$ cat src/rtl/sum_powers_accel_pkg.sv
`default_nettype none
// =============================================================================
// sum_powers_accel_pkg : shared types and helpers for the sum-of-powers unit
// Revision: 1.0
// =============================================================================
package sum_powers_accel_pkg;

  typedef enum logic [1:0] {
    IDLE = 2'd0,
    RUN  = 2'd1,
    DONE = 2'd2
  } state_t;

  typedef enum logic [1:0] {
    M_LIN = 2'd0,
    M_SQR = 2'd1,
    M_CUB = 2'd2
  } mode_t;

  function automatic logic [63:0] max_signed(input int unsigned acc_w);
    return (64'd1 << (acc_w - 1)) - 64'd1;
  endfunction

endpackage
`default_nettype wire

$ cat src/rtl/sum_powers_accel_if.sv
`default_nettype none
// =============================================================================
// sum_powers_accel_if : start/done coprocessor bus for sum_powers_accel
// Revision: 1.0
// =============================================================================
interface sum_powers_accel_if #(
  parameter int N_W   = 8,
  parameter int ACC_W = 16
);
  logic             start;
  logic             abort;
  logic [1:0]       mode;
  logic [N_W-1:0]   n;
  logic             busy;
  logic             done;
  logic [ACC_W-1:0] result;
  logic             ovf;
  logic [N_W-1:0]   last_k;

  modport master (
    output start, abort, mode, n,
    input  busy, done, result, ovf, last_k
  );

  modport slave (
    input  start, abort, mode, n,
    output busy, done, result, ovf, last_k
  );
endinterface
`default_nettype wire

$ cat src/rtl/sum_powers_accel_term_gen.sv
`default_nettype none
// =============================================================================
// sum_powers_accel_term_gen : k, k^2, k^3 by forward differences, no multipliers
// Revision: 1.0
// =============================================================================
module sum_powers_accel_term_gen #(
  parameter int N_W = 8
) (
  input  logic               clk,
  input  logic               asyn_rst,
  input  logic               init,
  input  logic               step,
  output logic [N_W-1:0]     k,
  output logic [2*N_W-1:0]   sq,
  output logic [3*N_W-1:0]   cube
);
  localparam int C_SQ_W = 2 * N_W;
  localparam int C_CU_W = 3 * N_W;

  logic [N_W-1:0]    r_k;
  logic [C_SQ_W-1:0] r_sq;
  logic [C_CU_W-1:0] r_cube;

  logic [C_SQ_W-1:0] w_sq_inc;
  logic [C_CU_W-1:0] w_cube_inc;
  logic [C_CU_W-1:0] w_sq_ext;
  logic [C_CU_W-1:0] w_k_ext;

  assign w_sq_ext = C_CU_W'(r_sq);
  assign w_k_ext  = C_CU_W'(r_k);

  // (k+1)^2 - k^2 = 2k+1 ; (k+1)^3 - k^3 = 3k^2 + 3k + 1
  assign w_sq_inc   = C_SQ_W'({r_k, 1'b0}) + C_SQ_W'(1);
  assign w_cube_inc = (w_sq_ext << 1) + w_sq_ext + (w_k_ext << 1) + w_k_ext + C_CU_W'(1);

  always_ff @(posedge clk or posedge asyn_rst) begin
    if (asyn_rst) begin
      r_k    <= '0;
      r_sq   <= '0;
      r_cube <= '0;
    end else if (init) begin
      r_k    <= N_W'(1);
      r_sq   <= C_SQ_W'(1);
      r_cube <= C_CU_W'(1);
    end else if (step) begin
      r_k    <= r_k + N_W'(1);
      r_sq   <= r_sq + w_sq_inc;
      r_cube <= r_cube + w_cube_inc;
    end
  end

  assign k    = r_k;
  assign sq   = r_sq;
  assign cube = r_cube;

endmodule
`default_nettype wire

$ cat src/rtl/sum_powers_accel.sv
`default_nettype none
// =============================================================================
// sum_powers_accel : iterative S(n) = sum k^p (p = 1..3) with overflow detection
// Revision: 1.0
// =============================================================================
module sum_powers_accel #(
  parameter int N_W      = 8,
  parameter int ACC_W    = 16,
  parameter bit SATURATE = 1'b0
) (
  input  logic             clk,
  input  logic             asyn_rst,
  sum_powers_accel_if.slave bus
);
  import sum_powers_accel_pkg::*;

  localparam int C_TERM_W = 3 * N_W + 1;
  localparam int C_SUM_W  = ((C_TERM_W > ACC_W) ? C_TERM_W : ACC_W) + 1;

  localparam logic [C_SUM_W-1:0] C_MAX_SUM = C_SUM_W'(max_signed(ACC_W));
  localparam logic [ACC_W-1:0]   C_MAX_ACC = ACC_W'(max_signed(ACC_W));

  localparam logic [1:0] C_ST_IDLE = IDLE;
  localparam logic [1:0] C_ST_RUN  = RUN;
  localparam logic [1:0] C_ST_DONE = DONE;

  logic [1:0]       r_state;
  logic [N_W-1:0]   r_n;
  mode_t            r_mode;
  logic [ACC_W-1:0] r_acc;
  logic [N_W-1:0]   r_last_k;
  logic [ACC_W-1:0] r_result;
  logic             r_ovf;
  logic [N_W-1:0]   r_last_k_out;

  logic [N_W-1:0]      w_k;
  logic [2*N_W-1:0]    w_sq;
  logic [3*N_W-1:0]    w_cube;
  logic [C_TERM_W-1:0] w_term;
  logic [C_SUM_W-1:0]  w_sum;
  logic                w_over;
  logic                w_last;
  logic                w_accept;
  logic                w_step;
  logic [ACC_W-1:0]    w_ovf_acc;

  sum_powers_accel_term_gen #(
    .N_W (N_W)
  ) u_term_gen (
    .clk      (clk),
    .asyn_rst (asyn_rst),
    .init     (w_accept),
    .step     (w_step),
    .k        (w_k),
    .sq       (w_sq),
    .cube     (w_cube)
  );

  always_comb begin
    w_term = '0;
    case (r_mode)
      M_LIN:   w_term = C_TERM_W'(w_k);
      M_CUB:   w_term = C_TERM_W'(w_cube);
      default: w_term = C_TERM_W'(w_sq);
    endcase
  end

  // Sum is wide enough that acc + largest term can never wrap before the compare.
  assign w_sum     = C_SUM_W'(r_acc) + C_SUM_W'(w_term);
  assign w_over    = (w_sum > C_MAX_SUM);
  assign w_last    = (w_k == r_n);
  assign w_accept  = (r_state == C_ST_IDLE) && bus.start;
  assign w_step    = (r_state == C_ST_RUN) && !bus.abort && !w_over && !w_last;
  assign w_ovf_acc = SATURATE ? C_MAX_ACC : r_acc;

  always_ff @(posedge clk or posedge asyn_rst) begin
    if (asyn_rst) begin
      r_state      <= C_ST_IDLE;
      r_n          <= '0;
      r_mode       <= M_LIN;
      r_acc        <= '0;
      r_last_k     <= '0;
      r_result     <= '0;
      r_ovf        <= 1'b0;
      r_last_k_out <= '0;
    end else begin
      case (r_state)
        C_ST_IDLE: begin
          if (bus.start) begin
            r_n      <= bus.n;
            r_mode   <= (bus.mode == 2'd3) ? M_SQR : mode_t'(bus.mode);
            r_acc    <= '0;
            r_last_k <= '0;
            if (bus.n == '0) begin
              r_state      <= C_ST_DONE;
              r_result     <= '0;
              r_ovf        <= 1'b0;
              r_last_k_out <= '0;
            end else begin
              r_state <= C_ST_RUN;
            end
          end
        end
        C_ST_RUN: begin
          if (bus.abort) begin
            r_state      <= C_ST_IDLE;
            r_result     <= '0;
            r_ovf        <= 1'b0;
            r_last_k_out <= '0;
          end else if (w_over) begin
            r_state      <= C_ST_DONE;
            r_acc        <= w_ovf_acc;
            r_result     <= w_ovf_acc;
            r_ovf        <= 1'b1;
            r_last_k_out <= r_last_k;
          end else begin
            r_acc    <= w_sum[ACC_W-1:0];
            r_last_k <= w_k;
            if (w_last) begin
              r_state      <= C_ST_DONE;
              r_result     <= w_sum[ACC_W-1:0];
              r_ovf        <= 1'b0;
              r_last_k_out <= w_k;
            end
          end
        end
        C_ST_DONE: r_state <= C_ST_IDLE;
        default:   r_state <= C_ST_IDLE;
      endcase
    end
  end

  assign bus.busy   = (r_state == C_ST_RUN);
  assign bus.done   = (r_state == C_ST_DONE);
  assign bus.result = r_result;
  assign bus.ovf    = r_ovf;
  assign bus.last_k = r_last_k_out;

endmodule
`default_nettype wire
$ cat src/flat_wrapper.sv
// flat-port wrapper written by rule: the top's interface ports become plain ports
module sum_powers_accel_flat import sum_powers_accel_pkg::*;
#(
  parameter int N_W      = 8,
  parameter int ACC_W    = 16,
  parameter bit SATURATE = 1'b0
)
  (clk, asyn_rst, bus_start, bus_abort, bus_mode, bus_n, bus_busy, bus_done, bus_result, bus_ovf, bus_last_k);
  sum_powers_accel_if #(.N_W(N_W), .ACC_W(ACC_W)) bus_i ();
  input  logic clk;
  input  logic asyn_rst;
  input wire logic [$bits(bus_i.start)-1:0] bus_start;
  input wire logic [$bits(bus_i.abort)-1:0] bus_abort;
  input wire logic [$bits(bus_i.mode)-1:0] bus_mode;
  input wire logic [$bits(bus_i.n)-1:0] bus_n;
  output wire logic [$bits(bus_i.busy)-1:0] bus_busy;
  output wire logic [$bits(bus_i.done)-1:0] bus_done;
  output wire logic [$bits(bus_i.result)-1:0] bus_result;
  output wire logic [$bits(bus_i.ovf)-1:0] bus_ovf;
  output wire logic [$bits(bus_i.last_k)-1:0] bus_last_k;
  assign bus_i.start = bus_start;
  assign bus_i.abort = bus_abort;
  assign bus_i.mode = bus_mode;
  assign bus_i.n = bus_n;
  assign bus_busy = bus_i.busy;
  assign bus_done = bus_i.done;
  assign bus_result = bus_i.result;
  assign bus_ovf = bus_i.ovf;
  assign bus_last_k = bus_i.last_k;
  sum_powers_accel #(.N_W(N_W), .ACC_W(ACC_W), .SATURATE(SATURATE)) u_core (.clk(clk), .asyn_rst(asyn_rst), .bus(bus_i));
endmodule
$ cat config.mk
export PLATFORM = sky130hd
export DESIGN_NAME = sum_powers_accel_flat
export DESIGN_NICKNAME = d
export VERILOG_FILES = /design/src/rtl/sum_powers_accel_pkg.sv /design/src/rtl/sum_powers_accel_if.sv /design/src/rtl/sum_powers_accel_term_gen.sv /design/src/rtl/sum_powers_accel.sv /design/src/flat_wrapper.sv
export SDC_FILE = /design/constraint.sdc
export NUM_CORES = 1
export LEC_CHECK = 0
export ABC_AREA = 1
export CAP_MARGIN = 20
export CORE_ASPECT_RATIO = 1.4
export CORE_MARGIN = 2
export CORE_UTILIZATION = 30
export DETAILED_ROUTE_END_ITERATION = 7
export PLACE_DENSITY_LB_ADDON = 0.1
export SETUP_SLACK_MARGIN = 0.3
export SYNTH_ARGS = -nofsm -noshare
export SYNTH_HDL_FRONTEND = slang
export SYNTH_SLANG_ARGS = --single-unit
export TNS_END_PERCENT = 1
$ cat constraint.sdc
create_clock -name clk -period 5 [get_ports clk]
set_clock_uncertainty 0.15 [all_clocks]
set_input_delay 1 -clock clk [delete_from_list [all_inputs] [get_ports clk]]
set_output_delay 1 -clock clk [all_outputs]
set_load 0.005 [all_outputs]
==> flow_metrics.py <==
metrics = {
    "synthesis": {
        "yosysWarnings": 0,
        "yosys.area.top_type": "dfrtp_1",
        "synth_commonest_cells": "nand2_1, nand3_1, inv_1, dfrtp_1, nor2_1",
        "syn_inst": 1292,
        "syn-num-nets": 1417,
        "synth.top_cell.area_share_pct": 29.3,
        "synth_edf_count": 0,
        "seq_area_frac_synth_pct": 29.3,
        "syn_area_per_cell_um2": 7.21,
        "ys_top_cells_by_area": "dfrtp_1, nand2_1, ha_1, nand3_1, fa_1",
        "synth_area_mm2": 0.00932,
        "synthArstFlopShare_pct": 100,
        "synth_flop_cell": "dfrtp_1",
        "synth_most_common_cell": "nand2_1",
        "synth-seq-cells": 109,
        "ys_types": 45,
    },
    "drt": {
        "wire_per_inst_um": 17.8,
        "dr.pass1.iters": 5,
        "ant_nets": 0,
        "viasPerCell": 4.86,
        "drt_iter0_markers": 444,
        "drt_wl_total_um": 30600,
        "vias": 8350,
        "drc": 0,
    },
    "sta": {
        "rsz0062_at_grt": "no",
        "setup_viol": 0,
        "min_period_ns": 4.35,
        "finalHoldViolations": 0,
        "fmax_mhz": 230,
        "setup_tns_ns": 0,
        "drv_slew": 0,
        "slew_headroom_pct": 29.2,
        "finalCritPeriodShare_pct": 87.1,
        "worst_pin_slew_ns": 1.05,
    },
    "clock_tree": {
        "cts_buffer_depth": 2,
        "insertion_delay_ns": 0.39,
        "htree_levels": 3,
        "cts_tree": "built",
        "hold_buffers": 0,
        "clk_pin_slew_ns": 0.09,
        "cts_setup_buffers": 0,
        "cts_buffers": 9,
        "cts_root_buffer": "clkbuf_16",
        "clock-sinks": 109,
    },
    "cells_and_area": {
        "diodes": 0,
        "nFillCells": 3321,
        "stdcell_area_mm2": 0.0105,
        "area_delta_synth_final_pct": 12.3,
        "fin_nets": 1448,
        "final_layout_size_suffix_gt1_share_pct": 4.52,
    },
    "setup_path": {
        "critPathLaunchType": "flop",
        "cp_max_fo": 7,
        "critPathMaxStageDelay_ns": 0.63,
        "critPathCaptureType": "flop",
        "cp_slowest_cell": "dfrtp_1",
        "arrival_ns": 4.51,
        "worstPathRequired_ns": 5.16,
        "path_cells": "fa_1 -> fa_1 -> fa_1 -> ha_1 -> fa_1 -> nand2_1 -> o21ai_0 -> buf_4 -> nand3_1 -> nand3_1 -> nand2_1 -> nand2_1 -> a21oi_1 -> xnor2_1 -> nand4_1 -> o21ai_0",
        "crit_path_frequent_cell": "fa_1",
        "crit_type": "flop to flop",
    },
    "global_route": {
        "grt_usage_pct": 19.7,
        "antenna_found_initial": 0,
        "grt_max_degree": 59,
        "grt_overflow": 0,
        "grt_first_pass_wirelength_um": 49000,
        "grt_pass1_vias": 8700,
    },
    "pwr": {
        "p_leak_nw": 5.48,
        "powerDensity_mw_per_mm2": 638,
        "ir_drop_mv": 0.262,
    },
    "floorplan": {
        "dieArea_mm2": 0.0325,
        "die_h_um": 213,
        "die_w_um": 153,
        "row_count": 76,
        "ios": 41,
        "start_util_pct": 30.3,
        "core_mm2": 0.0307,
    },
    "job": {
        "drv_cap": 0,
    },
    "placed_design": {
        "numPortBuffers": 40,
        "hpwlAfterDp_um": 24300,
        "place.gp.congestion": 0.896,
        "post_dp_cell_area_mm2": 0.0102,
    },
    "run_status": {
        "status": "complete, no violations",
    },
    "min_path": {
        "min_path_type": "flop to flop",
    },
}
per-stage QoR:
stage,power (mW),util (%),setup WS [ns],cells,hold WS [ns]
CTS,6.77,34.1,0.518,1718,0.330
global route,7.41,34.1,0.340,1718,0.355
detailed placement,5.95,33.1,0.562,1702,0.308
floorplan,4.56,-,0.976,1292,0.315
global placement,5.99,33.1,0.551,1702,0.305
finish,6.68,34.1,0.647,1718,0.325
critical path, delay by kind of cell, from the launching register on:
kind                     cells  cell delay (ns)
adder cells (fa/ha/maj)      5             2.28
AND/OR/NAND/NOR              6             0.55
AO/OA/AOI/OAI                3             0.34
XOR/XNOR                     1             0.15
buffers and inverters        1             0.17
flip-flops                   1             0.63
path summary, 6_finish.rpt:
kind,start,end,slack (ns),cells past startpoint
max in group asynchronous,asyn_rst,u_core.u_term_gen.cube[19]$_DFFE_PP0P_,2.97,3
min in group asynchronous,asyn_rst,u_core.bus.ovf$_DFFE_PP0P_,0.91,2
max,u_core.u_term_gen.k[2]$_DFFE_PP0P_,u_core.u_term_gen.cube[18]$_DFFE_PP0P_,0.65,16
min reg2reg,u_core.bus.last_k[4]$_DFFE_PP0P_,u_core.bus.last_k[4]$_DFFE_PP0P_,0.33,2
min,u_core.bus.last_k[4]$_DFFE_PP0P_,u_core.bus.last_k[4]$_DFFE_PP0P_,0.33,2
max reg2reg,u_core.u_term_gen.k[2]$_DFFE_PP0P_,u_core.u_term_gen.cube[18]$_DFFE_PP0P_,0.65,16
report_power, final:
group	internal [mW]	switching, mW	leakage, nW
Clock	0.354	0.400	0.139
Combinational	1.63	2.66	3.88
Sequential	1.20	0.429	1.45
state kept, by name (all words and copies together), names as in the netlist, 2 cells and up:
name	count
u_core.bus.result	16
u_core.r_acc	16
u_core.u_term_gen.cube	24
u_core.r_n	8
u_core.bus.last_k	8
u_core.r_mode	2
u_core.r_state	2
u_core.r_last_k	8
u_core.u_term_gen.k	8
u_core.u_term_gen.sq	16
layout by cell type, fill, tap and decap left out, types with 9 or more instances in the layout:
cell / netlist / layout
o21ai_0: 48 / 48
dfrtp_1: 109 / 106
nand4_1: 35 / 35
nor2_1: 109 / 109
clkdlybuf4s50_1: 0 / 40
a21oi_1: 37 / 37
buf_4: 5 / 21
ha_1: 78 / 78
clkbuf_16: 0 / 9
fa_1: 33 / 33
o21ai_1: 14 / 14
xor2_1: 37 / 37
nand2_1: 396 / 396
inv_1: 129 / 128
xnor2_1: 21 / 21
nand3_1: 136 / 136
logic make-up (layout without fill, tap and decap cells):
logic type               count (synthesis)  after routing  synth area share [%]
AND/OR/NAND/NOR                        713            713                  32.8
buffers and inverters                  178            214                  7.80
AO/OA/AOI/OAI                          123            123                  7.13
adder cells (fa/ha/maj)                111            111                  17.6
flip-flops                             109            109                  29.3
XOR/XNOR                                58             58                  5.45
final cells by class:
cell class / count / area [um2] / share of cell area (%)
flip-flops and latches: 109 / 2730 / 26.1
clock inverters: 6 / 58.8 / 0.562
clock buffers: 10 / 229 / 2.19
well taps: 390 / 488 / 4.66
repair buffers: 62 / 578 / 5.52
inverters: 136 / 513 / 4.90
multi-input cells: 1005 / 5870 / 56.1
what timing repair did:
| action | 4_1_cts | 5_1_grt |
|---|---|---|
| hold endpoints to repair | 0 | 0 |
| setup endpoints to repair | 0 | 1 |
| gates resized for setup | 0 | 3 |
routing by layer:
layer | GRT usage, % | share of wire [%]
met1 | 22.7 | 42
met2 | 37.1 | 53
met4 | 8.11 | 3.4
met5 | 0 | 0
met3 | 1.85 | 2.1
No activity file was read; power rests on OpenSTA's default activity.
